<file path="src/rtl/serial_subtractor.sv">
// Bit-serial A-B subtractor: one full-subtractor cell, LSB first, start/done handshake.
// Optional zero-result flag port enabled by defining SERIAL_SUB_ZERO_FLAG_EN.

module half_subtractor (
  input  logic x,
  input  logic y,
  output logic d,
  output logic b
);
  assign d = x ^ y;
  assign b = ~x & y;
endmodule

module full_subtractor_cell (
  input  logic x,
  input  logic y,
  input  logic bin,
  output logic d,
  output logic bout
);
  logic d1, b1, b2;

  half_subtractor u_hs1 (.x(x),  .y(y),   .d(d1), .b(b1));
  half_subtractor u_hs2 (.x(d1), .y(bin), .d(d),  .b(b2));

  assign bout = b1 | b2;
endmodule

module serial_subtractor #(
  parameter int WIDTH = 8
) (
  input  logic             clk,
  input  logic             rst_n,
  input  logic             start,
  input  logic [WIDTH-1:0] a,
  input  logic [WIDTH-1:0] b,
  output logic             busy,
  output logic             done,
  output logic [WIDTH-1:0] diff,
  output logic             borrow
`ifdef SERIAL_SUB_ZERO_FLAG_EN
  ,
  output logic             zero
`endif
);
  localparam int CNT_W = $clog2(WIDTH);

  typedef enum logic [1:0] {S_IDLE, S_RUN, S_DONE} state_e;

  typedef struct packed {
    logic [WIDTH-1:0] a;
    logic [WIDTH-1:0] b;
  } opnd_t;

  state_e           state_q, state_d;
  opnd_t            opnd_q;
  logic [WIDTH-1:0] diff_q, diff_next;
  logic [CNT_W-1:0] cnt_q;
  logic             bq, d_bit, bout;
  logic             load, shift, last;

  full_subtractor_cell u_cell (
    .x   (opnd_q.a[0]),
    .y   (opnd_q.b[0]),
    .bin (bq),
    .d   (d_bit),
    .bout(bout)
  );

  assign diff_next = {d_bit, diff_q[WIDTH-1:1]};

  always_ff @(posedge clk or negedge rst_n) begin
    if (!rst_n) state_q <= S_IDLE;
    else        state_q <= state_d;
  end

  always_comb begin
    state_d = state_q;
    load    = 1'b0;
    shift   = 1'b0;
    last    = 1'b0;
    case (state_q)
      S_IDLE: if (start) begin
        load    = 1'b1;
        state_d = S_RUN;
      end
      S_RUN: begin
        shift = 1'b1;
        if (cnt_q == CNT_W'(WIDTH-1)) begin
          last    = 1'b1;
          state_d = S_DONE;
        end
      end
      S_DONE:  state_d = S_IDLE;
      default: state_d = S_IDLE;
    endcase
  end

  // Result registers are not cleared on load; WIDTH shifts fully overwrite diff.
  always_ff @(posedge clk or negedge rst_n) begin
    if (!rst_n) begin
      opnd_q <= '0;
      diff_q <= '0;
      bq     <= 1'b0;
      cnt_q  <= '0;
    end else if (load) begin
      opnd_q <= {a, b};
      bq     <= 1'b0;
      cnt_q  <= '0;
    end else if (shift) begin
      opnd_q.a <= opnd_q.a >> 1;
      opnd_q.b <= opnd_q.b >> 1;
      diff_q   <= diff_next;
      bq       <= bout;
      cnt_q    <= cnt_q + CNT_W'(1);
    end
  end

`ifdef SERIAL_SUB_ZERO_FLAG_EN
  logic zero_q;

  always_ff @(posedge clk or negedge rst_n) begin
    if (!rst_n)    zero_q <= 1'b0;
    else if (last) zero_q <= (diff_next == '0);
  end

  assign zero = zero_q;
`endif

  assign busy   = (state_q == S_RUN);
  assign done   = (state_q == S_DONE);
  assign diff   = diff_q;
  assign borrow = bq;
endmodule

</file>
<file path="config.mk">
export PLATFORM = sky130hd
export DESIGN_NAME = serial_subtractor
export DESIGN_NICKNAME = d
export VERILOG_FILES = /design/src/rtl/serial_subtractor.sv
export SDC_FILE = /design/constraint.sdc
export NUM_CORES = 1
export LEC_CHECK = 0
export ABC_AREA = 1
export CORE_UTILIZATION = 52
export CTS_BUF_LIST = sky130_fd_sc_hd__clkbuf_4 sky130_fd_sc_hd__clkbuf_8
export DETAILED_ROUTE_END_ITERATION = 10
export PLACE_DENSITY_LB_ADDON = 0.12
export REMOVE_ABC_BUFFERS = 1
export SYNTH_ARGS = -nofsm -noshare
export SYNTH_HDL_FRONTEND = slang
export SYNTH_SLANG_ARGS = --single-unit
</file>
<file path="constraint.sdc">
create_clock -name clk -period 1.5 [get_ports clk]
set_input_delay 0.45 -clock clk [delete_from_list [all_inputs] [get_ports clk]]
set_output_delay 0.45 -clock clk [all_outputs]
set_load 0.005 [all_outputs]
</file>
==> results of run 1 <==
registers in the layout, summed over array words and instances, names as in the netlist:
| register | flops |
|---|---|
| opnd_q | 16 |
| diff | 8 |
| cnt_q | 3 |
| state_q | 2 |
| borrow | 1 |
layout make-up:
type | count | area, um2
inverter | 18 | 67.6
clock buffer | 6 | 51.3
tap | 30 | 37.5
timing repair buffer | 50 | 444
fill | 203 | 622
clock inverter | 2 | 12.5
sequential | 30 | 751
multi-input combinational | 122 | 559
power groups by stage:
stage                     Clock (mW)  Combinational (mW)  Sequential, mW
after global placement             0                1.46            1.38
after detailed placement           0                1.51            1.40
after floorplan                    0               0.799            1.40
final                          0.515                1.60            1.37
after CTS                      0.532                1.58            1.36
after global routing           0.566                1.83            1.41
worst max-delay path: stages, from the launching register on:
cell and delay (ps):
dfrtp_1 410, buf_6 130, nand2_4 50, inv_2 40, clkbuf_2 100
how the worst max path moves through the flow:
stage,start,endpoint,slack [ps],cells after the start
2_1_floorplan,state_q[0],cnt_q[0],-20,3
3_3_place_gp,start,opnd_q[13],-70,5
3_5_place_dp,start,opnd_q[13],-130,5
4_1_cts,state_q[0],busy,-110,4
5_1_grt,state_q[0],busy,-60,4
6_report,state_q[0],busy,-10,4
synth_stat cells, drive strengths merged:
cell | n | area, um2
nand2 | 76 | 288
dfrtp | 30 | 751
nand3 | 30 | 150
inv | 18 | 67.6
buf | 10 | 61.3
o21ai | 10 | 50.0
nor2 | 3 | 18.8
ha | 2 | 25.0
fa | 1 | 20.0
repair_timing:
action,CTS,global route
setup buffers,7,1
cloned,0,0
endpoints found under the hold margin,0,0
pin swaps,0,1
endpoints found under the setup margin,11,6
gates resized for setup,18,3
through the flow:
step / utilization / setup TNS [ps] / worst slack, ps
floorplan: - / -147 / -18.1
global placement: 0.710 / -727 / -70.7
detailed placement: 0.710 / -1430 / -134
CTS: 0.753 / -114 / -114
global route: 0.756 / -60.8 / -57.9
finish: 0.756 / -10.8 / -10.8
layer usage:
metal	vias to the layer above	part of all wire	GRT usage
li1	650	-	-
met1	623	0.44	0.295
met2	45	0.48	0.400
met3	6	0.064	0.0861
met4	0	0.017	0.103
met5	-	0	0
logic make-up (layout without fill, tap and decap cells):
group                      count (synthesis)  after routing  share of synthesized area
AOI/OAI and AO/OA                         10             10                     0.0350
adders and majority gates                  3              3                     0.0315
buffers and inverters                     28             76                     0.0900
DFF                                       30             30                      0.524
and+or+nand+nor                          109            109                      0.319
==> summary.md, run 1 <==
| Metric | Value |
|---|---|
| Final min period | `1510 ps` |
| Pre-Repair DR Iteration Count | `4` |
| Sequential share of the synthesized area | `0.524` |
| RR Endpoint | `cnt_q[0]` |
| Worst-Skew Late Latency | `340 ps` |
| CTS H-tree depth | `2` |
| Clock share of power | `0.148` |
| Gr ovfl total | `0` |
| Antenna cells | `0` |
| Sequential group share of total power | `0.393` |
| Endpoints failing setup | `1` |
| # DRC | `0` |
| Tcrit/Tclk final | `1.01` |
| Syn Inst Count | `180` |
| Seq cells post-synth | `30` |
| FF-to-FF Start | `state_q[0]` |
| CTS sink cnt | `30` |
| Initial core utilization | `0.562` |
| Status | `complete, but fails checks` |
| CP Capture Type | `output pin` |
| Fin nets | `249` |
| Worst-path clk slew | `100 ps` |
| Vias in the first global route | `1164` |
| Combinational Power Share | `0.459` |
| Fmax | `0.662 GHz` |
| Placer Congestion | `0.779` |
| Tightest slew margin relative to the limit | `0.846` |
| Post-DP Area | `1810 um2` |
| Final hold vios | `0` |
| Placement Rows | `18` |
| Placed cells | `242` |
| First-pass GRT wire length | `4.95 mm` |
| Syn Std Cell Area | `1430 um2` |
| Post-route insts no fill | `258` |
| Final HPWL DP | `1.95 mm` |
| Final wirelength | `2.98 mm` |
| Sw frac | `0.384` |
| Layout cell share with drive strength beyond 1 | `0.158` |
| Root Driver | `clkbuf_4` |
| Worst slew pin tran | `230 ps` |
| CP Data Required Time | `1050 ps` |
| Worst hold slack | `469 ps` |
| Max cap viols | `0` |
| Iter 0 DRT Violations | `38` |
| Die height | `54.5 um` |
| CP arrival | `1060 ps` |
| Critical Setup Path Class | `reg -> out` |
| Aggregate global-route resource usage | `0.246` |
| Die area | `2970 um2` |
| Ys Warns | `0` |
| Worst-case reg-to-reg path depth | `6` |
| Hold Path Class | `in -> async` |
| Most frequent cells in the layout | `74 x nand2_1, 30 x nand3_1, 30 x dfrtp_1, 19 x buf_4, 18 x clkdlybuf4s50_1` |
| Design Area, Final | `1920 um2` |
| Layout Skew | `11.2 ps` |
| CORE AREA | `2540 um2` |
| Buffers on Ports | `29` |
| Peak VDD IR | `1600 uV` |
| Pwr per Cell Area | `1810 nW/um2` |
| Cell variety after synth | `15` |
| CTS Buf Count | `5` |
| Antenna violations before repair | `0` |
| Syn-to-layout area delta | `34.4%` |
| Max clock buf depth | `2` |
| Leading cell type in the layout, fill and taps excluded | `nand2_1` |
| CP Launch Type | `flip-flop` |
| R2r setup slk | `160 ps` |
| Io pins | `30` |
| Hold-fix buffers, CTS | `0` |
| Psw | `1.33 mW` |
| Routed length per instance | `11.6 um` |
| Setup ws final | `-10.8 ps` |
| Max Slew Vio Count | `0` |
| Leak | `1.05 nW` |
| ANT nets after route | `0` |
| Largest net degree at the start of global routing | `31` |
| Worst-path fanout max | `2` |
| Final Total Pwr | `3.48 mW` |
| CTS tree | `yes` |
| Die width | `54.5 um` |
| Failing checks | `negative setup slack` |
| P_int | `2.14 mW` |
| Avg Cell Area, Syn | `7.95 um2` |
| Via density | `5.13` |
| RSZ-0062 raised after global routing | `true` |
| Vias after detailed routing | `1324` |
Power figures use the tool's default switching activity.
==> run 2: changes to the inputs <==
==> constraint.sdc (replaced) <==
create_clock -name clk -period 1.5 [get_ports clk]
set_input_delay 0.225 -clock clk [delete_from_list [all_inputs] [get_ports clk]]
set_output_delay 0.225 -clock clk [all_outputs]
set_load 0.005 [all_outputs]
==> run 2 against run 1 <==
Against the previous run:
- the flow now finishes without violations
- critical path depth decreased by 3
- total power up 2.3%
- utilization fell by 1.5 points
- cell count down 3.5%
- sequential power about the same
- die area unchanged
- sequential cell count stayed put
- hold slack worse by 200 ps
- design area is 2.0% lower
- sequential share of layout area up 0.80 points
- clock-buffer cell count is the same
- first-iteration DRC count fell by 42%
==> summary.md, run 2 (synthesis results as in run 1) <==
| Metric | Value |
|---|---|
| CTS H-tree depth | `2 (unchanged)` |
| CTS tree | `yes` |
| Start point of the critical path | `diff[5]` |
| Leading cell type in the layout, fill and taps excluded | `nand2_1` |
| Max clock buf depth | `2 (unchanged)` |
| Final min period | `1440 ps (-67.1 ps)` |
| Met2 WL post-DR | `1.33 mm (-6.7%)` |
| Bufs and invs on worst path | `1 (-2)` |
| Placer Congestion | `0.775 (-0.60%)` |
| Critical path's largest stage delay | `510 ps (+100 ps)` |
| Io pins | `30 (unchanged)` |
| RSZ-0062 raised after global routing | `false` |
| CP Capture Type | `output pin` |
| First-pass GRT wire length | `4.77 mm (-3.8%)` |
| CP arrival | `1220 ps (+160 ps)` |
| Final HPWL DP | `2.02 mm (+3.4%)` |
| Worst-path fanout max | `3 (+1)` |
| R2r setup slk | `180 ps (+20 ps)` |
| ANT nets after route | `0 (unchanged)` |
| Design Area, Final | `1880 um2 (-2.0%)` |
| Setup ws final | `56.4 ps (+67.1 ps)` |
| Die width | `54.5 um (unchanged)` |
| Pre-Repair DR Iteration Count | `5 (+1)` |
| CP Data Required Time | `1270 ps (+220 ps)` |
| Worst-case reg-to-reg path depth | `6 (unchanged)` |
| Tightest slew margin relative to the limit | `0.751 (-0.0952)` |
| Met1 WL | `1.31 mm (unchanged)` |
| Post-DP Area | `1770 um2 (-1.9%)` |
| Post-route insts no fill | `249 (-3.5%)` |
| Hold-fix buffers, CTS | `0 (unchanged)` |
| Gr ovfl total | `0 (unchanged)` |
| Crit-path cells | `clkdlybuf4s50_1` |
| CORE AREA | `2540 um2 (unchanged)` |
| Vias in the first global route | `1123 (-3.5%)` |
| Placed cells | `239 (-1.2%)` |
| Layout cell share with drive strength beyond 1 | `0.119 (-0.0392)` |
| Root Driver | `clkbuf_4` |
| Most frequent cells in the layout | `74 x nand2_1, 30 x nand3_1, 30 x dfrtp_1, 25 x clkdlybuf4s50_1, 16 x inv_1` |
| Hold Path Class | `in -> async` |
| Aggregate global-route resource usage | `0.238 (-0.00855)` |
| Vias after detailed routing | `1267 (-4.3%)` |
| Endpoints failing setup | `0 (-1)` |
| Antenna violations before repair | `0 (unchanged)` |
| Syn-to-layout area delta | `31.6%` |
| Crit path to | `diff[5]` |
| Setup slack at placement | `54.6 ps (+189 ps)` |
| Final wirelength | `2.89 mm (-3.0%)` |
| CP Launch Type | `flip-flop` |
| Die area | `2970 um2 (unchanged)` |
| Buffers on Ports | `29 (unchanged)` |
| Initial core utilization | `0.562 (unchanged)` |
| Max cap viols | `0 (unchanged)` |
| Fmax | `0.693 GHz (+4.7%)` |
| CTS Buf Count | `5 (unchanged)` |
| Post-Route Utilization | `0.740 (-0.0152)` |
| RR Endpoint | `opnd_q[12]` |
| Max reg flops | `16 (unchanged)` |
| Peak VDD IR | `1600 uV (about the same)` |
| # DRC | `0 (unchanged)` |
| Iter 0 DRT Violations | `22 (-42%)` |
| Pwr per Cell Area | `1890 nW/um2 (+4.4%)` |
| Placement Rows | `18 (unchanged)` |
| Max Slew Vio Count | `0 (unchanged)` |
| Largest net degree at the start of global routing | `31 (unchanged)` |
| Die height | `54.5 um (unchanged)` |
| Tcrit/Tclk final | `0.962 (-0.0448)` |
| Number of cells on the critical path | `1 (-3)` |
| Routed length per instance | `11.6 um (+0.49%)` |
| Layout Skew | `2.95 ps (-8.24 ps)` |
| Top sig layer | `met4` |
| Worst-Skew Late Latency | `330 ps (about the same)` |
| Antenna cells | `0 (unchanged)` |
| FF-to-FF Start | `state_q[0]` |
| Final hold vios | `0 (unchanged)` |
| Worst slew pin tran | `374 ps (+144 ps)` |
| DR WL met3 | `193 um (+1.6%)` |
| CTS sink cnt | `30 (unchanged)` |
| Worst-path clk slew | `90 ps (about the same)` |
| Critical Setup Path Class | `reg -> out` |
| Fin nets | `241 (-3.2%)` |
| Leak | `1.02 nW (-3.1%)` |
| Delay-heaviest family, CP | `buffers and inverters` |
| CP max stage cell | `clkdlybuf4s50_1` |
| Largest Register | `opnd_q` |
| Status | `finished clean` |
| Via density | `5.09 (-0.85%)` |
[run 2: worst min-delay path by stage]
| stage | start | endpoint | cells past startpoint |
|---|---|---|---|
| 2_1_floorplan | rst_n | borrow | 0 |
| 3_3_place_gp | cnt_q[1] | cnt_q[1] | 2 |
| 3_5_place_dp | opnd_q[7] | opnd_q[7] | 2 |
| 4_1_cts | rst_n | diff[7] | 2 |
| 5_1_grt | rst_n | borrow | 2 |
| 6_report | rst_n | diff[6] | 2 |
[run 2: area by class of cell]
type / instances / area, um2
timing repair buffer: 42 / 390
inverter: 18 / 67.6
sequential: 30 / 751
tap: 30 / 37.5
clock inverter: 1 / 30.0
clock buffer: 6 / 51.3
multi-input combinational: 122 / 557
fill: 199 / 661
[run 2: repair_timing]
item                                    in CTS  in global routing
resized for setup                            4                  3
endpoints found under the setup margin       2                 14
endpoints found under the hold margin        0                  0
setup buffers                                3                  1
[run 2: metal layers]
layer | track usage | vias up
li1 | - | 637
met1 | 0.303 | 588
met2 | 0.356 | 36
met3 | 0.0833 | 6
met4 | 0.120 | 0
met5 | 0 | -
[run 2: metrics by stage]
stage | hold slack [ps] | setup TNS, ps | power (mW)
2_1_floorplan | -70.6 | -147 | 2.20
3_3_place_gp | 457 | 0 | 2.81
3_5_place_dp | 465 | 0 | 2.88
4_1_cts | 281 | 0 | 3.59
5_1_grt | 298 | 0 | 3.87
6_report | 265 | 0 | 3.56
[run 2: worst register-to-register path: stages, from the launching register on]
cell,delay (ps)
dfrtp_1,440
buf_4,160
nor2_4,190
buf_4,220
nand3_1,100
nand2_1,70
nand2_1,40
[run 2: power breakdown]
part | internal, mW | total, mW | switching [mW]
Clock | 0.388 | 0.670 | 0.282
Sequential | 1.17 | 1.39 | 0.217
Combinational | 0.713 | 1.50 | 0.789
